## src/rtl/uart_in_responder.sv

```systemverilog
// uart_in_responder
// -----------------------------------------------------------------------------
// Device-side responder for the processor's IN instruction. An 8N1 serial
// receiver (LSB first, idle high) feeds a one-byte holding buffer. An IN
// request (InReq) is answered from that buffer. While a request is pending and
// the buffer is empty, BlockSystem stalls the processor.
//
// Ports:
//   Clock       in   system clock, all state updates on the rising edge
//   Reset       in   synchronous, active-high reset
//   Rx          in   asynchronous serial line (idle high, 8N1, LSB first)
//   InReq       in   level, high while an IN instruction executes
//   DataIO      out  {zeros, buffered byte}, valid whenever Full=1
//   BlockSystem out  InReq & ~Full (combinational stall)
//   Full        out  holding buffer contains unread data
//   Overrun     out  sticky, a byte arrived while the buffer was full
//   FrameErr    out  sticky, stop bit sampled low
// -----------------------------------------------------------------------------
module uart_in_responder #(
  parameter int CLKS_PER_BIT = 8,
  parameter int DATA_W       = 32
) (
  input  logic              Clock,
  input  logic              Reset,
  input  logic              Rx,
  input  logic              InReq,
  output logic [DATA_W-1:0] DataIO,
  output logic              BlockSystem,
  output logic              Full,
  output logic              Overrun,
  output logic              FrameErr
);

  // The counter only has to reach CLKS_PER_BIT-1.
  localparam int CNT_W = (CLKS_PER_BIT > 2) ? $clog2(CLKS_PER_BIT) : 1;
  localparam logic [CNT_W-1:0] CNT_HALF = CNT_W'(CLKS_PER_BIT / 2 - 1);
  localparam logic [CNT_W-1:0] CNT_LAST = CNT_W'(CLKS_PER_BIT - 1);

  typedef enum logic [1:0] {
    S_IDLE,
    S_START,
    S_DATA,
    S_STOP
  } state_t;

  state_t           r_state;
  state_t           w_state_next;
  logic [1:0]       r_sync;
  logic             w_rxs;
  logic [CNT_W-1:0] r_cnt;
  logic [CNT_W-1:0] w_cnt_next;
  logic [2:0]       r_bit;
  logic [2:0]       w_bit_next;
  logic [7:0]       r_shift;
  logic [7:0]       w_shift_next;
  logic             w_stop_sample;
  logic             w_commit;
  logic             w_frame_err;
  logic             w_consume;
  logic [7:0]       r_buf;
  logic             r_full;
  logic             r_ovr;
  logic             r_ferr;

  // Two-flop synchronizer; reset to the idle level so no false start is seen.
  always_ff @(posedge Clock) begin
    if (Reset) begin
      r_sync <= 2'b11;
    end else begin
      r_sync <= {r_sync[0], Rx};
    end
  end

  assign w_rxs = r_sync[1];

  // Receiver state register and datapath registers.
  always_ff @(posedge Clock) begin
    if (Reset) begin
      r_state <= S_IDLE;
      r_cnt   <= '0;
      r_bit   <= '0;
      r_shift <= '0;
    end else begin
      r_state <= w_state_next;
      r_cnt   <= w_cnt_next;
      r_bit   <= w_bit_next;
      r_shift <= w_shift_next;
    end
  end

  // Receiver next-state logic.
  always_comb begin
    w_state_next  = r_state;
    w_cnt_next    = r_cnt + 1'b1;
    w_bit_next    = r_bit;
    w_shift_next  = r_shift;
    w_stop_sample = 1'b0;
    case (r_state)
      S_IDLE: begin
        w_cnt_next = '0;
        if (!w_rxs) begin
          w_state_next = S_START;
        end
      end
      S_START: begin
        // Re-check the line at mid start bit; a high level here is a glitch.
        if (r_cnt == CNT_HALF) begin
          w_cnt_next = '0;
          w_bit_next = '0;
          w_state_next = w_rxs ? S_IDLE : S_DATA;
        end
      end
      S_DATA: begin
        if (r_cnt == CNT_LAST) begin
          w_cnt_next = '0;
          w_shift_next[r_bit] = w_rxs;
          if (r_bit == 3'd7) begin
            w_state_next = S_STOP;
          end else begin
            w_bit_next = r_bit + 3'd1;
          end
        end
      end
      S_STOP: begin
        if (r_cnt == CNT_LAST) begin
          w_cnt_next    = '0;
          w_stop_sample = 1'b1;
          w_state_next  = S_IDLE;
        end
      end
      default: begin
        w_cnt_next   = '0;
        w_state_next = S_IDLE;
      end
    endcase
  end

  assign w_commit    = w_stop_sample & w_rxs;
  assign w_frame_err = w_stop_sample & ~w_rxs;
  assign w_consume   = InReq & r_full;

  // Holding buffer. A read on the same edge as a new byte frees the slot, so
  // the new byte is stored and no overrun is flagged.
  always_ff @(posedge Clock) begin
    if (Reset) begin
      r_buf  <= '0;
      r_full <= 1'b0;
      r_ovr  <= 1'b0;
      r_ferr <= 1'b0;
    end else begin
      if (w_commit && (!r_full || InReq)) begin
        r_buf  <= r_shift;
        r_full <= 1'b1;
      end else if (w_consume) begin
        r_full <= 1'b0;
      end
      if (w_commit && r_full && !InReq) begin
        r_ovr <= 1'b1;
      end
      if (w_frame_err) begin
        r_ferr <= 1'b1;
      end
    end
  end

  assign DataIO      = {{(DATA_W - 8){1'b0}}, r_buf};
  assign BlockSystem = InReq & ~r_full;
  assign Full        = r_full;
  assign Overrun     = r_ovr;
  assign FrameErr    = r_ferr;

endmodule

```

## config.mk

```make
export PLATFORM = sky130hd
export DESIGN_NAME = uart_in_responder
export DESIGN_NICKNAME = d
export VERILOG_FILES = /design/src/rtl/uart_in_responder.sv
export SDC_FILE = /design/constraint.sdc
export NUM_CORES = 1
export LEC_CHECK = 0
export BUFFER_PORTS_ARGS = -buffer_cell sky130_fd_sc_hd__buf_2
export CORE_ASPECT_RATIO = 0.7
export CORE_MARGIN = 3
export CORE_UTILIZATION = 54
export CTS_BUF_LIST = sky130_fd_sc_hd__clkbuf_8
export DETAILED_ROUTE_END_ITERATION = 16
export GPL_TIMING_DRIVEN = 0
export PLACE_DENSITY = 0.82
export SKIP_LAST_GASP = 1
export SLEW_MARGIN = 0
export SYNTH_ARGS = -nofsm -noshare
export SYNTH_HDL_FRONTEND = slang
export SYNTH_SLANG_ARGS = --single-unit
```

## constraint.sdc

```tcl
create_clock -name Clock -period 1.76 [get_ports Clock]
set_input_delay 0 -clock Clock [delete_from_list [all_inputs] [get_ports Clock]]
set_output_delay 0 -clock Clock [all_outputs]
set_load 0.01 [all_outputs]
```

### Word level (Yosys, flattened, before mapping)

Index checks and enable logic that the tools add are counted.

* flip-flop bits (word level): 29
* bits of input ports: 4
* output and inout bits: 36
* logic and storage cells: 66

* add/sub/neg operators: 2
* order comparisons: 2
* eq/ne operators: 12
* muxes and demuxes: 21
* bitwise operators: 6
* reduce and logical (&&, ||, !) cells: 14

Operators by type and width (count)
* $mux 3: 5
* $mux 2: 6
* $ne 2x2->1 const B: 6
* $pmux 3 s3: 1
* $bwmux 8: 1
* $pmux 2 s4: 1
* $add 3x1->3 const B: 2
* $eq 3x3->1 const B: 2
* $pmux 3 s2: 1
* $mux 1: 5
* $reduce_and 5->1: 1
* $and 1x1->1: 4
* $eq 2x2->1 const B: 2
* $logic_and 1x1->1: 4
* $lt 3x4->1 const B: 1
* $reduce_and 4->1: 1
* $reduce_bool 2->1: 2
* $demux 1 s3: 1
* $eq 3x2->1 const B: 1
* $ge 3x1->1 const B: 1
* $eq 2x1->1 const B: 1
* $logic_not 1->1: 2
* $logic_not 2->1: 1
* $not 1->1: 2
* other kinds (3): 3

### Logic depth before layout (Yosys ltp)

* depth after elaboration: 6
* gate-level depth with buffers: 6
* mapped depth without buffers: 6

### Least setup slack after synthesis

OpenSTA, ideal clock, no wires.

* path kind: reg-to-reg
* start: reg r_cnt[0]
* end: reg r_shift[3]
* setup time: 0.129 ns
* arrival: 1.458 ns
* slack: 0.174 ns
* stages on the path, launching flop included: 6
* clock period less this slack: 1.586 ns
* path through: dfxtp_1 > ha_1 > ha_1 > nand2b_1 > or4_1 > mux2i_1

* cells in the longest elaborated chain, start to end: 2

RTL lines
* start: declaration: RTL line 50 `logic [CNT_W-1:0] r_cnt;`
* start signal: assignment: RTL line 85 `r_cnt <= w_cnt_next;`
* $eq 3x3->1: RTL line 114 `if (r_cnt == CNT_LAST) begin`
* $reduce_and 2->1 (no source line)
* end signal: assignment: RTL line 87 `r_shift <= w_shift_next;`
* end: declaration: RTL line 54 `logic [7:0] r_shift;`

No other way between the ends.
A chain may end at the register's enable or synchronous reset.

### Final worst setup path

* start: reg r_bit[1]
* end: reg r_bit[0]

* cells in the longest elaborated chain, start to end: 3

RTL lines
* start: declaration: RTL line 52 `logic [2:0] r_bit;`
* start signal: assignment: RTL line 86 `r_bit <= w_bit_next;`
* $eq 3x3->1: RTL line 117 `if (r_bit == 3'd7) begin`
* $ne 2x2->1 (no source line)
* $reduce_and 4->1 (no source line)

No other way between the ends.

==> impl_metrics.csv <==
group,metric,value,unit
outcome,status,"completed",
floorplan,start_util,0.587,
sta,fin_crit,1.73,ns
clock_network,clk_latency,0.29,ns
clock_network,htree_levels,2,
clock_network,clockRootBuffer,"clkbuf_8",
setup_path,cp_max_fo,7,
sta,rsz0062_at_grt,"true",
yosys,synth-seq-cells,29,
clock_network,cts_sinks,29,
grt,grt_pass1_wl,5420,um
place,place_congestion,0.834,
route,wl_per_cell,14.0,um
setup_path,max_stage_delay,0.43,ns
pwr,leakagePower,0.000824,uW
sta,setup_viol,0,
min_path,hp-class,"primary input to register",
yosys,synth_edf_count,0,
clock_network,clockBufferDepth,2,
yosys,synth_area_leaders,"dfxtp_1 (39%), buf_4 (12%), ha_1 (5.8%)",
cells_and_area,fill_cells,193,
floorplan,die_w,68.9,um
cells_and_area,n_antenna_cell,0,
pwr,switching_share,0.227,
setup_path,cp_data_required_time,1.97,ns
yosys,yosysWarnings,0,
setup_path,crit_type,"register to register",
route,drt_iter0_drc,99,
yosys,yosys-top-cells-count,"dfxtp_1 (29), buf_4 (24), a21oi_1 (13), nand3_1 (13), nand2b_1 (12)",
grt,grt_pass1_vias,1190,
grt,track_usage,0.220,
clock_network,cts_tree,"built",
route,drtPass1Iterations,5,
yosys,yosysMostFrequentCell,"dfxtp_1",
setup_path,arrival,1.94,ns
sta,slew_viol_final,0,
yosys,netlist_instances,167,
floorplan,die-height,50.1,um
setup_path,path_delay_family,"simple AND/OR/NAND/NOR gates",
grt,grt_overflow,0,
route,routed_wl,3480,um
cells_and_area,area_growth,23.2,%
route,post-route-drc-count,0,
setup_path,path_common_cell,"ha_1",
pwr,power.switching,300,uW
yosys,synth_top_area_share,0.388,
sta,tns,0,ns
sta,final_hold_viol_count,0,
place,place_hpwl,2400,um
cells_and_area,fin_util,0.723,
setup_path,cp-start-kind,"register",
route,vias,1290,
cells_and_area,fin_cells,249,
grt,antenna_found_initial,0,
pwr,powerDensity,715,nW/um2
floorplan,ios,40,
yosys,ys.flop_type,"dfxtp_1",
place,post-place-cells,239,
floorplan,rows,15,
cells_and_area,multi_input_area,802,um2
floorplan,core-area,2550,um2
yosys,yosys.area.top_type,"dfxtp_1",
pwr,p_int,1020,uW
grt,grt_start_max_net_pins,11,
setup_path,crit_path_cell_trace,"ha_1 -> ha_1 -> nand4bb_4 -> or4_1 -> a21oi_1",
route,routed_via_density,5.18,
floorplan,fp.dieArea,3450,um2
sta,tightestPinTransition,0.548,ns
pwr,pwr-share-seq,0.504,
pwr,vdd_drop_max,0.467,mV
yosys,yosysSeqAreaShare,0.388,
cells_and_area,drive_gt1_frac,0.279,
pwr,clockPowerShare,0.413,
clock_network,clk_pin_slew,0.07,ns
sta,fin_crit_sh,0.983,
pwr,finalPower,1320,uW
cells_and_area,seqCellArea,582,um2
clock_network,cts_buffers,5,
setup_path,endpoint_kind,"register",
yosys,syn-mean-instance-area,8.97,um2
setup_path,crit_path_top_delay_cell,"or4_1",
yosys,ys_types,33,
route,drtAntennaViolNets,0,
cells_and_area,fin_nets,226,
place,io_buffer_count,15,
yosys,synth_area,1500,um2
yosys,async_reset_ff_frac,0,
sta,finClkSkew,0.00998,ns
run,maxCapViolations,0,
setup_path,timing.critical_path.buf_inv,0,
sta,relSlewSlack,0.634,
sta,fmax,578,MHz
pwr,pwr-share-comb,0.083,
-- worst paths after layout --
check	startpoint	slack, ns	to	cells past startpoint
min reg2reg	r_cnt[0]	0.43	r_cnt[0]	1
max reg2reg	r_bit[1]	0.03	r_bit[0]	5
min	InReq	0.19	Overrun	4
max	r_bit[1]	0.03	r_bit[0]	5
-- cell type report --
| type | instances | share of cell area |
|---|---|---|
| multi-input cells | 124 | 0.435 |
| clock buffers | 6 | 0.0447 |
| clock inverters | 1 | 0.00203 |
| plain buffers | 32 | 0.116 |
| flip-flops and latches | 29 | 0.315 |
| repair buffers | 18 | 0.0542 |
| well taps | 34 | 0.0231 |
| inverters | 5 | 0.0102 |
-- power groups by stage --
stage                     Clock [uW]  Sequential, uW  Combinational, uW
after global placement             0             678                101
after global routing             575             665                122
after CTS                        542             665                105
final                            545             665                109
after floorplan                    0             677               90.9
after detailed placement           0             679                103
-- cells by family after synthesis --
family                     after synthesis  share of synthesized area
muxes                                    9                     0.0685
adders and majority gates                7                     0.0585
and+or+nand+nor                         59                      0.234
other                                    1                    0.00250
buffers and inverters                   37                      0.155
DFF                                     29                      0.388
AOI/OAI and AO/OA                       25                     0.0936
-- registers in the layout, summed over array words and instances, names as in the netlist, named ones only --
| name | flops |
|---|---|
| r_buf | 8 |
| r_shift | 8 |
| r_bit | 3 |
| r_cnt | 3 |
| r_sync | 2 |
| FrameErr | 1 |
| Full | 1 |
| Overrun | 1 |
| r_state | 1 |
-- metal layers --
metal	vias up	routed length [um]	GRT usage
met5	-	0	0
met1	587	1430	0.262
met3	12	275	0.0615
li1	625	-	-
met4	0	89	0.0939
met2	66	1680	0.362
-- layout by cell type (no fill, tap or decap), types with 4 or more instances in the layout --
master	count
a21oi_1	13
nand2_1	6
inv_1	5
conb_1	24
clkbuf_8	6
nand3_1	13
nand2b_1	12
buf_4	26
buf_2	18
clkbuf_1	4
ha_1	5
mux2i_1	8
dfxtp_1	28
nor2b_1	4
o21ai_0	8
nor2_1	7
-- metrics by stage --
step / worst slack [ns] / area [um2] / hold slack, ns
after floorplan: 0.174 / 1580 / 0.104
after global routing: -0.0183 / 1850 / 0.266
after CTS: 0.00755 / 1820 / 0.184
final: 0.0293 / 1850 / 0.193
after detailed placement: -0.0214 / 1700 / 0.186
after global placement: 0.0551 / 1700 / 0.185
-- repair_timing --
item	CTS	global route
hold endpoints to repair	1	0
setup buffers	2	0
gates cloned	0	0
resized for setup	1	4
hold buffers	1	0
pin swaps	1	0
endpoints found under the setup margin	3	5
-- tightest hold or removal path, stage by stage --
cell and delay, ns:
buf_2 0.09, nor2b_1 0.12, a21oi_1 0.17, nor2_1 0.05
Power figures use the tool's default switching activity.
